[src/rtl/multicycle_ctrl_if.sv]
// Control-unit bundle between the multi-cycle sequencer and the RV32I datapath/memories.
// The master side is the sequencer; the slave side is the datapath or a test driver.
interface multicycle_ctrl_if;
    logic [6:0] opcode;
    logic       imem_ready;
    logic       dmem_ready;
    logic       imem_req;
    logic       dmem_req;
    logic       IRWrite;
    logic       PCWrite;
    logic       retire;
    logic [1:0] ALUOp;
    logic [1:0] RegSrc;
    logic       ALUSrc;
    logic       MemRead;
    logic       MemWrite;
    logic       Branch;
    logic       Jump;
    logic       RegWrite;
    logic [2:0] state;
    logic       trap;
    logic [1:0] trap_cause;

    modport master (
        input  opcode, imem_ready, dmem_ready,
        output imem_req, dmem_req, IRWrite, PCWrite, retire, ALUOp, RegSrc,
               ALUSrc, MemRead, MemWrite, Branch, Jump, RegWrite, state, trap, trap_cause
    );

    modport slave (
        output opcode, imem_ready, dmem_ready,
        input  imem_req, dmem_req, IRWrite, PCWrite, retire, ALUOp, RegSrc,
               ALUSrc, MemRead, MemWrite, Branch, Jump, RegWrite, state, trap, trap_cause
    );
endinterface

[src/rtl/multicycle_ctrl.sv]
// FETCH/DECODE/EXECUTE/MEM/WB sequencer for the multi-cycle RV32I datapath with bounded memory waits and traps.
// Outputs are combinational from (state, op_q); memory stalls hold the state until ready or timeout.
module multicycle_ctrl #(
    parameter int MEM_TIMEOUT  = 16,
    parameter int ILLEGAL_TRAP = 1
) (
    input  logic               clk,
    input  logic               rst,
    multicycle_ctrl_if.master  bus
);
    localparam int CW = (MEM_TIMEOUT > 0) ? $clog2(MEM_TIMEOUT + 1) : 1;
    localparam logic [CW-1:0] LAST = CW'((MEM_TIMEOUT > 0) ? MEM_TIMEOUT - 1 : 0);

    localparam logic [6:0] OP_R     = 7'b0110011;
    localparam logic [6:0] OP_I     = 7'b0010011;
    localparam logic [6:0] OP_LD    = 7'b0000011;
    localparam logic [6:0] OP_JALR  = 7'b1100111;
    localparam logic [6:0] OP_S     = 7'b0100011;
    localparam logic [6:0] OP_LUI   = 7'b0110111;
    localparam logic [6:0] OP_AUIPC = 7'b0010111;
    localparam logic [6:0] OP_JAL   = 7'b1101111;
    localparam logic [6:0] OP_B     = 7'b1100011;
    localparam logic [6:0] OP_FENCE = 7'b0001111;

    typedef enum logic [2:0] {
        ST_FETCH = 3'd0,
        ST_DECODE = 3'd1,
        ST_EXEC = 3'd2,
        ST_MEM = 3'd3,
        ST_WB = 3'd4,
        ST_TRAP = 3'd5
    } state_t;

    state_t        state_q, state_d;
    logic [6:0]    op_q;
    logic [CW-1:0] wait_cnt;
    logic          trap_q;
    logic [1:0]    cause_q, cause_d;
    logic          tmo_hit;

    logic       imem_req, dmem_req, ir_wr, pc_wr, reg_wr;
    logic       mem_rd, mem_wr, branch, jump, alu_src;
    logic [1:0] alu_op, reg_src;

    function automatic logic is_known(input logic [6:0] op);
        case (op)
            OP_R, OP_I, OP_LD, OP_JALR, OP_S, OP_LUI,
            OP_AUIPC, OP_JAL, OP_B, OP_FENCE: is_known = 1'b1;
            default:                          is_known = 1'b0;
        endcase
    endfunction

    assign tmo_hit = (MEM_TIMEOUT > 0) && (wait_cnt == LAST);

    always_ff @(posedge clk) begin
        if (rst) begin
            state_q  <= ST_FETCH;
            op_q     <= '0;
            wait_cnt <= '0;
            trap_q   <= 1'b0;
            cause_q  <= 2'd0;
        end else begin
            state_q <= state_d;
            if (state_q == ST_DECODE)
                op_q <= bus.opcode;
            if (state_d != state_q)
                wait_cnt <= '0;
            else if (state_q == ST_FETCH || state_q == ST_MEM)
                wait_cnt <= wait_cnt + CW'(1);
            if (state_d == ST_TRAP && state_q != ST_TRAP) begin
                trap_q  <= 1'b1;
                cause_q <= cause_d;
            end
        end
    end

    always_comb begin
        state_d  = state_q;
        cause_d  = cause_q;
        imem_req = 1'b0;
        dmem_req = 1'b0;
        ir_wr    = 1'b0;
        pc_wr    = 1'b0;
        reg_wr   = 1'b0;
        mem_rd   = 1'b0;
        mem_wr   = 1'b0;
        branch   = 1'b0;
        jump     = 1'b0;
        alu_src  = 1'b0;
        alu_op   = 2'd0;
        reg_src  = 2'd0;

        // Static datapath fields follow op_q only while an instruction is in flight past DECODE.
        if (state_q inside {ST_EXEC, ST_MEM, ST_WB}) begin
            case (op_q)
                OP_I:     alu_src = 1'b1;
                OP_LD:    begin alu_op = 2'd1; alu_src = 1'b1; reg_src = 2'd1; end
                OP_JALR:  begin alu_src = 1'b1; reg_src = 2'd3; end
                OP_S:     begin alu_op = 2'd1; alu_src = 1'b1; end
                OP_LUI:   begin alu_op = 2'd1; alu_src = 1'b1; end
                OP_AUIPC: reg_src = 2'd2;
                OP_JAL:   reg_src = 2'd3;
                OP_B:     alu_op = 2'd2;
                default:  ;
            endcase
        end

        case (state_q)
            ST_FETCH: begin
                imem_req = 1'b1;
                if (bus.imem_ready) begin
                    ir_wr   = 1'b1;
                    state_d = ST_DECODE;
                end else if (tmo_hit) begin
                    state_d = ST_TRAP;
                    cause_d = 2'd2;
                end
            end
            ST_DECODE: begin
                if (!is_known(bus.opcode) && (ILLEGAL_TRAP != 0)) begin
                    state_d = ST_TRAP;
                    cause_d = 2'd1;
                end else if (bus.opcode == OP_FENCE || !is_known(bus.opcode)) begin
                    pc_wr   = 1'b1;
                    state_d = ST_FETCH;
                end else begin
                    state_d = ST_EXEC;
                end
            end
            ST_EXEC: begin
                if (op_q == OP_LD || op_q == OP_S) begin
                    state_d = ST_MEM;
                end else if (op_q == OP_B) begin
                    branch  = 1'b1;
                    pc_wr   = 1'b1;
                    state_d = ST_FETCH;
                end else begin
                    state_d = ST_WB;
                end
            end
            ST_MEM: begin
                dmem_req = 1'b1;
                mem_rd   = (op_q == OP_LD);
                mem_wr   = (op_q == OP_S);
                if (bus.dmem_ready) begin
                    if (op_q == OP_LD) begin
                        state_d = ST_WB;
                    end else begin
                        pc_wr   = 1'b1;
                        state_d = ST_FETCH;
                    end
                end else if (tmo_hit) begin
                    state_d = ST_TRAP;
                    cause_d = 2'd3;
                end
            end
            ST_WB: begin
                reg_wr  = 1'b1;
                pc_wr   = 1'b1;
                jump    = (op_q == OP_JAL || op_q == OP_JALR);
                state_d = ST_FETCH;
            end
            default: ;
        endcase
    end

    // Reset masks every output, including the state code and sticky trap.
    assign bus.imem_req   = !rst && imem_req;
    assign bus.dmem_req   = !rst && dmem_req;
    assign bus.IRWrite    = !rst && ir_wr;
    assign bus.PCWrite    = !rst && pc_wr;
    assign bus.retire     = !rst && pc_wr;
    assign bus.RegWrite   = !rst && reg_wr;
    assign bus.MemRead    = !rst && mem_rd;
    assign bus.MemWrite   = !rst && mem_wr;
    assign bus.Branch     = !rst && branch;
    assign bus.Jump       = !rst && jump;
    assign bus.ALUSrc     = !rst && alu_src;
    assign bus.ALUOp      = rst ? 2'd0 : alu_op;
    assign bus.RegSrc     = rst ? 2'd0 : reg_src;
    assign bus.state      = rst ? 3'd0 : state_q;
    assign bus.trap       = !rst && trap_q;
    assign bus.trap_cause = rst ? 2'd0 : cause_q;
endmodule

[src/flat_wrapper.sv]
// flat-port wrapper written by rule: the top's interface ports become plain ports
module multicycle_ctrl_flat 
#(
    parameter int MEM_TIMEOUT  = 16,
    parameter int ILLEGAL_TRAP = 1
)
  (clk, rst, bus_opcode, bus_imem_ready, bus_dmem_ready, bus_imem_req, bus_dmem_req, bus_IRWrite, bus_PCWrite, bus_retire, bus_ALUOp, bus_RegSrc, bus_ALUSrc, bus_MemRead, bus_MemWrite, bus_Branch, bus_Jump, bus_RegWrite, bus_state, bus_trap, bus_trap_cause);
  multicycle_ctrl_if bus_i ();
  input  logic clk;
  input  logic rst;
  input wire logic [$bits(bus_i.opcode)-1:0] bus_opcode;
  input wire logic [$bits(bus_i.imem_ready)-1:0] bus_imem_ready;
  input wire logic [$bits(bus_i.dmem_ready)-1:0] bus_dmem_ready;
  output wire logic [$bits(bus_i.imem_req)-1:0] bus_imem_req;
  output wire logic [$bits(bus_i.dmem_req)-1:0] bus_dmem_req;
  output wire logic [$bits(bus_i.IRWrite)-1:0] bus_IRWrite;
  output wire logic [$bits(bus_i.PCWrite)-1:0] bus_PCWrite;
  output wire logic [$bits(bus_i.retire)-1:0] bus_retire;
  output wire logic [$bits(bus_i.ALUOp)-1:0] bus_ALUOp;
  output wire logic [$bits(bus_i.RegSrc)-1:0] bus_RegSrc;
  output wire logic [$bits(bus_i.ALUSrc)-1:0] bus_ALUSrc;
  output wire logic [$bits(bus_i.MemRead)-1:0] bus_MemRead;
  output wire logic [$bits(bus_i.MemWrite)-1:0] bus_MemWrite;
  output wire logic [$bits(bus_i.Branch)-1:0] bus_Branch;
  output wire logic [$bits(bus_i.Jump)-1:0] bus_Jump;
  output wire logic [$bits(bus_i.RegWrite)-1:0] bus_RegWrite;
  output wire logic [$bits(bus_i.state)-1:0] bus_state;
  output wire logic [$bits(bus_i.trap)-1:0] bus_trap;
  output wire logic [$bits(bus_i.trap_cause)-1:0] bus_trap_cause;
  assign bus_i.opcode = bus_opcode;
  assign bus_i.imem_ready = bus_imem_ready;
  assign bus_i.dmem_ready = bus_dmem_ready;
  assign bus_imem_req = bus_i.imem_req;
  assign bus_dmem_req = bus_i.dmem_req;
  assign bus_IRWrite = bus_i.IRWrite;
  assign bus_PCWrite = bus_i.PCWrite;
  assign bus_retire = bus_i.retire;
  assign bus_ALUOp = bus_i.ALUOp;
  assign bus_RegSrc = bus_i.RegSrc;
  assign bus_ALUSrc = bus_i.ALUSrc;
  assign bus_MemRead = bus_i.MemRead;
  assign bus_MemWrite = bus_i.MemWrite;
  assign bus_Branch = bus_i.Branch;
  assign bus_Jump = bus_i.Jump;
  assign bus_RegWrite = bus_i.RegWrite;
  assign bus_state = bus_i.state;
  assign bus_trap = bus_i.trap;
  assign bus_trap_cause = bus_i.trap_cause;
  multicycle_ctrl #(.MEM_TIMEOUT(MEM_TIMEOUT), .ILLEGAL_TRAP(ILLEGAL_TRAP)) u_core (.clk(clk), .rst(rst), .bus(bus_i));
endmodule
[config.mk]
export PLATFORM = sky130hd
export DESIGN_NAME = multicycle_ctrl_flat
export DESIGN_NICKNAME = d
export VERILOG_FILES = /design/src/rtl/multicycle_ctrl_if.sv /design/src/rtl/multicycle_ctrl.sv /design/src/flat_wrapper.sv
export SDC_FILE = /design/constraint.sdc
export NUM_CORES = 1
export LEC_CHECK = 0
export ABC_CLOCK_PERIOD_IN_PS = 3500
export CAP_MARGIN = 40
export CORE_ASPECT_RATIO = 0.9
export CORE_MARGIN = 2
export CORE_UTILIZATION = 50
export DETAILED_ROUTE_END_ITERATION = 12
export PLACE_DENSITY = 0.8
export SETUP_SLACK_MARGIN = 0.5
export SLEW_MARGIN = 30
export SYNTH_ARGS = -nofsm -noshare
export SYNTH_HDL_FRONTEND = slang
export SYNTH_SLANG_ARGS = --single-unit
[constraint.sdc]
create_clock -name clk -period 3.5 [get_ports clk]
set_clock_uncertainty 0.15 [all_clocks]
set_input_delay 1.05 -clock clk [delete_from_list [all_inputs] [get_ports clk]]
set_output_delay 1.05 -clock clk [all_outputs]
set_load 0.005 [all_outputs]
==> results of run 1 <==
[worst reg2reg max path, stage by stage (launching register included)]
cell       delay, ps
dfxtp_1          700
buf_4            280
or3b_1           360
a31o_1           210
o2111ai_2        120
o211ai_2         140
or2_4            280
a211oi_2         200
[metal layers]
metal / global-route usage / wire [um] / share of wire
met1: 0.340 / 1680 / 0.46
met2: 0.446 / 1770 / 0.48
met3: 0.0168 / 199 / 0.054
met4: 0.0833 / 29 / 0.0079
met5: 0 / 0 / 0
[Yosys cell counts, types with 2 or more instances]
cell type,count,share of area
a211oi_1,2,0.011
a211oi_2,2,0.018
a21o_1,3,0.016
a21oi_1,12,0.044
and2_1,4,0.018
and3_1,3,0.014
buf_4,2,0.011
buf_6,2,0.016
clkbuf_1,7,0.019
dfxtp_1,18,0.26
ha_1,2,0.018
inv_1,5,0.014
nand2_1,17,0.047
nand2b_1,4,0.018
nand3_1,5,0.018
nand4_1,4,0.018
nor2_1,19,0.052
nor2b_1,8,0.037
nor3_1,3,0.011
nor4_1,3,0.014
o21ai_0,12,0.044
xor2_1,3,0.019
[flip-flops by register name, indices dropped and copies added (netlist names)]
name             cells
u_core.trap_q        1
u_core.cause_q       2
u_core.wait_cnt      5
u_core.op_q          7
u_core.state_q       3
[stage by stage]
stage | TNS (ps) | power [mW]
global placement | -4670 | 0.643
detailed placement | -4920 | 0.661
CTS | 0 | 0.795
finish | 0 | 0.811
global route | 0 | 0.864
floorplan | 0 | 0.539
[final cells by class]
type / count / area, um^2
multi-input cells: 139 / 986
fillers: 187 / 614
repair buffers: 59 / 475
flip-flops and latches: 18 / 365
clock buffers: 4 / 36.3
well taps: 28 / 35.0
inverters: 5 / 18.8
[path summary, 6_finish.rpt]
| check | from | to | slack, ps |
|---|---|---|---|
| setup reg to reg | u_core.state_q[1] | u_core.cause_q[1] | 1010 |
| hold / removal | u_core.trap_q | u_core.trap_q | 320 |
| setup / recovery | bus_opcode[5] | bus_retire | 190 |
| hold reg to reg | u_core.trap_q | u_core.trap_q | 320 |
[kinds of logic (layout without fill, tap and decap cells)]
family / Yosys count / in the layout / share of synthesized area
AOI/OAI and AO/OA: 48 / 48 / 0.270
adders and majority gates: 2 / 2 / 0.0183
xor gates and xnor gates: 4 / 4 / 0.0256
DFF: 18 / 18 / 0.264
and+or+nand+nor: 84 / 84 / 0.348
buffers and inverters: 18 / 68 / 0.0668
muxes: 1 / 1 / 0.00733
[timing repair]
action                                  in CTS  in global routing
endpoints found under the setup margin      22                 14
gates resized for setup                    114                  8
setup buffers                                6                  1
pin swaps                                   10                  2
[report_power, final]
group | leakage, nW | switching (mW) | total, mW | internal (mW)
clock network | 0.0210 | 0.0672 | 0.131 | 0.0635
registers | 0.148 | 0.0541 | 0.298 | 0.244
logic | 0.703 | 0.200 | 0.382 | 0.182
==> flow_metrics.env, run 1 <==
export IMPL_start_util=0.540
export IMPL_layout_commonest_cell="buf_4"
export IMPL_fin_util=0.757
export IMPL_tightestPinTransition_ps=581
export IMPL_routed_wl_um=3680
export IMPL_n_antenna_cell=0
export IMPL_layout_cells_non_filler=253
export IMPL_rsz0062_at_grt="true"
export IMPL_clock_latency_ps=300
export IMPL_grt_overflow_total=0
export IMPL_dieArea_um2=3170
export IMPL_crit_required_ps=2300
export IMPL_clk_pin_slew_ps=100
export IMPL_drc_errors=0
export IMPL_crit_fanout=2
export IMPL_leakagePower_nw=0.872
export IMPL_num_rows=17
export IMPL_syn_inst=175
export IMPL_setup_viol=0
export IMPL_dieHeight_um=53.6
export IMPL_drtPass1Iterations=4
export IMPL_holdWs_ps=322
export IMPL_cts_htree_levels=1
export IMPL_hold_viol=0
export IMPL_pre_cts_ws_ps=-547
export IMPL_hold_depth=2
export IMPL_arrival_ps=2110
export IMPL_grt_first_pass_wirelength_um=6310
export IMPL_period_needed_ps=3310
export IMPL_cts_buffers_inserted=3
export IMPL_peakVddDrop_v=0.000319
export IMPL_crit_cells=6
export IMPL_antenna_found_initial=0
export IMPL_cp_slowest_cell="a311o_1"
export IMPL_fin_crit_sh=0.945
export IMPL_final_cell_mix="buf_4 (21), nand2_1 (17), nor2_1 (16), dfxtp_1 (16), buf_2 (13)"
export IMPL_report_final_slew_viol_count=0
export IMPL_ios=32
export IMPL_synth_seq_cells=18
export IMPL_dpl_hpwl_um=2660
export IMPL_path_cells="buf_6, nor3b_4, nand4_1, a311o_1, a21oi_2, buf_2"
export IMPL_hold_buffers=0
export IMPL_hold_path_class="flop to flop"
export IMPL_final_area_um2=1920
export IMPL_slew_headroom=0.612
export IMPL_syn_nets=188
export IMPL_outcome="finished clean"
export IMPL_synth_async_reset_ratio=0
export IMPL_synthToLayoutAreaGrowth_pct=40.3
export IMPL_die_w_um=59.1
export IMPL_synthFlopType="dfxtp_1"
export IMPL_synth_distinct_cells=57
export IMPL_fmax_ghz=0.302
export IMPL_drive_gt1_frac=0.364
export IMPL_portBuffers=31
export IMPL_drt_iter0_markers=43
export IMPL_cts_root_buf="clkbuf_4"
export IMPL_seq_area_frac_synth=0.264
export IMPL_worst_path_buf_inv=2
export IMPL_grt_pass1_vias=1389
export IMPL_placed_area_um2=1820
export IMPL_layout_nets=239
export IMPL_vias=1523
export IMPL_placedCellCount=242
export IMPL_crit_path_start_kind="input port"
export IMPL_r2r_cells=7
export IMPL_grt_max_degree=17
export IMPL_grtUsageTotal=0.257
export IMPL_cts_tree="done"
export IMPL_cap_viol_max_count=0
export IMPL_core_um2=2530
export IMPL_synth_warnings=0
export IMPL_syn_area_per_cell_um2=7.81
export IMPL_gp_congestion=0.968
export IMPL_synth_edf_count=0
export IMPL_wire_per_inst_um=14.6
export IMPL_clk_path_buf_depth=2
export IMPL_ant_nets=0
export IMPL_synthesis_area_um2=1370
export IMPL_max_stage_delay_ps=310
export IMPL_worst_setup_path_type="input port to primary output"
export IMPL_power_density_nw_per_um2=423
export IMPL_critPathTopFamily="compound AO/OA/AOI/OAI gates"
export IMPL_worstSetupEndpointType="primary output"
export IMPL_cts_sinks=18
export IMPL_via_per_inst=6.02
export IMPL_layout_setup_ws_ps=193
Power figures use the tool's default switching activity.
==> run 2: changes to the inputs <==
- SLEW_MARGIN: 30 -> default
==> results of run 2 <==
Final layout, timing and power as in run 1 (identical DEF).
==> run 3: changes to the inputs <==
- CELL_PAD_IN_SITES_DETAIL_PLACEMENT: default -> 0
- CELL_PAD_IN_SITES_GLOBAL_PLACEMENT: default -> 1
- CORE_UTILIZATION: 50 -> 36
- PLACE_DENSITY: 0.8 -> default
- PLACE_DENSITY_LB_ADDON: default -> 0.1
- SKIP_CTS_REPAIR_TIMING: default -> 1
==> run 3 against run 2 <==
  * Sequential share of layout area down 1.4 points
  * Non-clock buffer count down 2
  * Clock power up 8%
  * Setup slack worse by 36 ps
  * Largest cell class unchanged
  * Critical endpoint unchanged
  * Combinational power up 1%
  * Sequential power about the same
  * First-iteration DRC count up 93%
  * Count of clock-buffer cells in the layout down 1
  * Total power up 1.6%
==> flow_metrics.env, run 3 (same netlist as run 1, synthesis figures left out) <==
export IMPL_max_stage_delay_ps=360
export IMPL_cts_root_buf="clkbuf_8"
export IMPL_grtUsageMet1=0.251
export IMPL_clk_pin_slew_ps=70
export IMPL_grt_first_pass_wirelength_um=6150
export IMPL_drt_iter0_markers=83
export IMPL_path_cells="buf_8, nor3b_4, nand4_1, a311o_1, a21oi_2, buf_2"
export IMPL_hold_path_startpoint="u_core.trap_q"
export IMPL_placed_area_um2=1820
export IMPL_wire_per_inst_um=14.5
export IMPL_ios=32
export IMPL_cp_slowest_cell="a311o_1"
export IMPL_power_switching_mw=0.319
export IMPL_top_register="u_core.op_q"
export IMPL_grt_pass1_vias=1328
export IMPL_portBuffers=31
export IMPL_setup_tns_ps=0
export IMPL_grtUsageMet3=0.0162
export IMPL_fin_crit_sh=0.955
export IMPL_peakVddDrop_v=0.000252
export IMPL_grt_overflow_total=0
export IMPL_layout_setup_ws_ps=157
export IMPL_largest_reg_flops=7
export IMPL_rsz0062_at_grt="true"
export IMPL_r2r_start="u_core.wait_cnt[0]"
export IMPL_cts_sinks=18
export IMPL_routed_wl_um=3890
export IMPL_seq_power_share=0.358
export IMPL_antenna_found_initial=0
export IMPL_drc_errors=0
export IMPL_num_rows=21
export IMPL_layout_commonest_cell="buf_4"
export IMPL_worst_setup_path_type="input port to primary output"
export IMPL_die_w_um=68.9
export IMPL_gr_max_usage_layer="met2"
export IMPL_fmax_ghz=0.299
export IMPL_nFillCells=353
export IMPL_whs_endpoint="u_core.trap_q"
export IMPL_grtUsageTotal=0.185
export IMPL_placedCellCount=258
export IMPL_ant_nets=0
export IMPL_leakagePower_nw=1.09
export IMPL_n_antenna_cell=0
export IMPL_cts_buffers_inserted=3
export IMPL_synthToLayoutAreaGrowth_pct=49.5
export IMPL_period_needed_ps=3340
export IMPL_dieArea_um2=4300
export IMPL_hold_viol=0
export IMPL_drive_gt1_frac=0.333
export IMPL_slew_headroom=0.687
export IMPL_layout_cells_non_filler=268
export IMPL_cts_tree="done"
export IMPL_dieHeight_um=62.4
export IMPL_crit_path_start_kind="input port"
export IMPL_clk_path_buf_depth=2
export IMPL_setup_viol=0
export IMPL_core_um2=3680
export IMPL_hold_path_class="flop to flop"
export IMPL_outcome="finished clean"
export IMPL_holdWs_ps=305
export IMPL_r2r_cells=9
export IMPL_p_clk_frac=0.173
export IMPL_reg_top3="u_core.op_q (7), u_core.wait_cnt (5), u_core.state_q (3)"
export IMPL_start_util=0.371
export IMPL_pre_cts_ws_ps=-578
export IMPL_arrival_ps=2140
export IMPL_use_met2=0.305
export IMPL_combPwrFrac=0.469
export IMPL_drtPass1Iterations=4
export IMPL_grt_max_degree=20
export IMPL_cap_viol_max_count=0
export IMPL_final_area_um2=2040
export IMPL_fin_util=0.555
export IMPL_p_int_mw=0.505
export IMPL_power_total_mw=0.824
export IMPL_tightestPinTransition_ps=467
export IMPL_cts_htree_levels=1
export IMPL_via_per_inst=5.43
export IMPL_report_final_slew_viol_count=0
export IMPL_clock_latency_ps=250
export IMPL_hold_depth=2
export IMPL_rrSetupSlack_ps=1130
export IMPL_swShare=0.387
export IMPL_crit_required_ps=2300
export IMPL_r2r_end="u_core.cause_q[1]"
export IMPL_gp_congestion=0.760
export IMPL_worstSetupEndpointType="primary output"
export IMPL_power_density_nw_per_um2=403
export IMPL_layout_nets=237
export IMPL_dpl_hpwl_um=2910
export IMPL_vias=1455
export IMPL_crit_fanout=2
export IMPL_final_cell_mix="buf_4 (20), dlymetal6s2s_1 (18), dfxtp_1 (18), nand2_1 (17), nor2_1 (16)"
run 3: changes by cell type in the layout (fill, tap and decap cells not counted), sizes merged:
cell           previous run  this run
dlygate4sd2               9         0
dlymetal6s2s              0        18
buf                      46        36
clkdlybuf4s15             2         0
run 3: final cells by class:
type	count	area (um^2)	area share
clock buffers	3	41.3	0.0202
inverters	5	18.8	0.00919
multi-input cells	139	1010	0.496
flip-flops and latches	18	360	0.176
well taps	46	57.6	0.0282
repair buffers	57	552	0.270
run 3: worst max path at each step:
stage / from / endpoint / slack, ps
after CTS: bus_opcode[2] / bus_retire / -590
final: bus_opcode[5] / bus_retire / 160
after detailed placement: bus_opcode[2] / bus_retire / -580
after global routing: bus_opcode[5] / bus_retire / 80
after global placement: bus_opcode[2] / bus_PCWrite / -550
after floorplan: bus_opcode[6] / bus_retire / 440
run 3: power by group through the flow:
| stage | Clock (mW) | Combinational (mW) | Sequential [mW] |
|---|---|---|---|
| finish | 0.142 | 0.387 | 0.295 |
| floorplan | 0 | 0.272 | 0.268 |
| detailed placement | 0 | 0.370 | 0.293 |
| global route | 0.158 | 0.429 | 0.301 |
| CTS | 0.147 | 0.371 | 0.289 |
| global placement | 0 | 0.361 | 0.293 |
run 3: critical path: cells and delay by family:
family | cells | cell delay, ps
buffers and inverters | 2 | 230
AND/OR/NAND/NOR | 2 | 350
AO/OA/AOI/OAI | 2 | 510
run 3: routing by layer:
metal,up-vias,share of wire
met4,0,0.011
li1,724,-
met1,686,0.46
met5,-,0
met2,41,0.48
met3,4,0.047
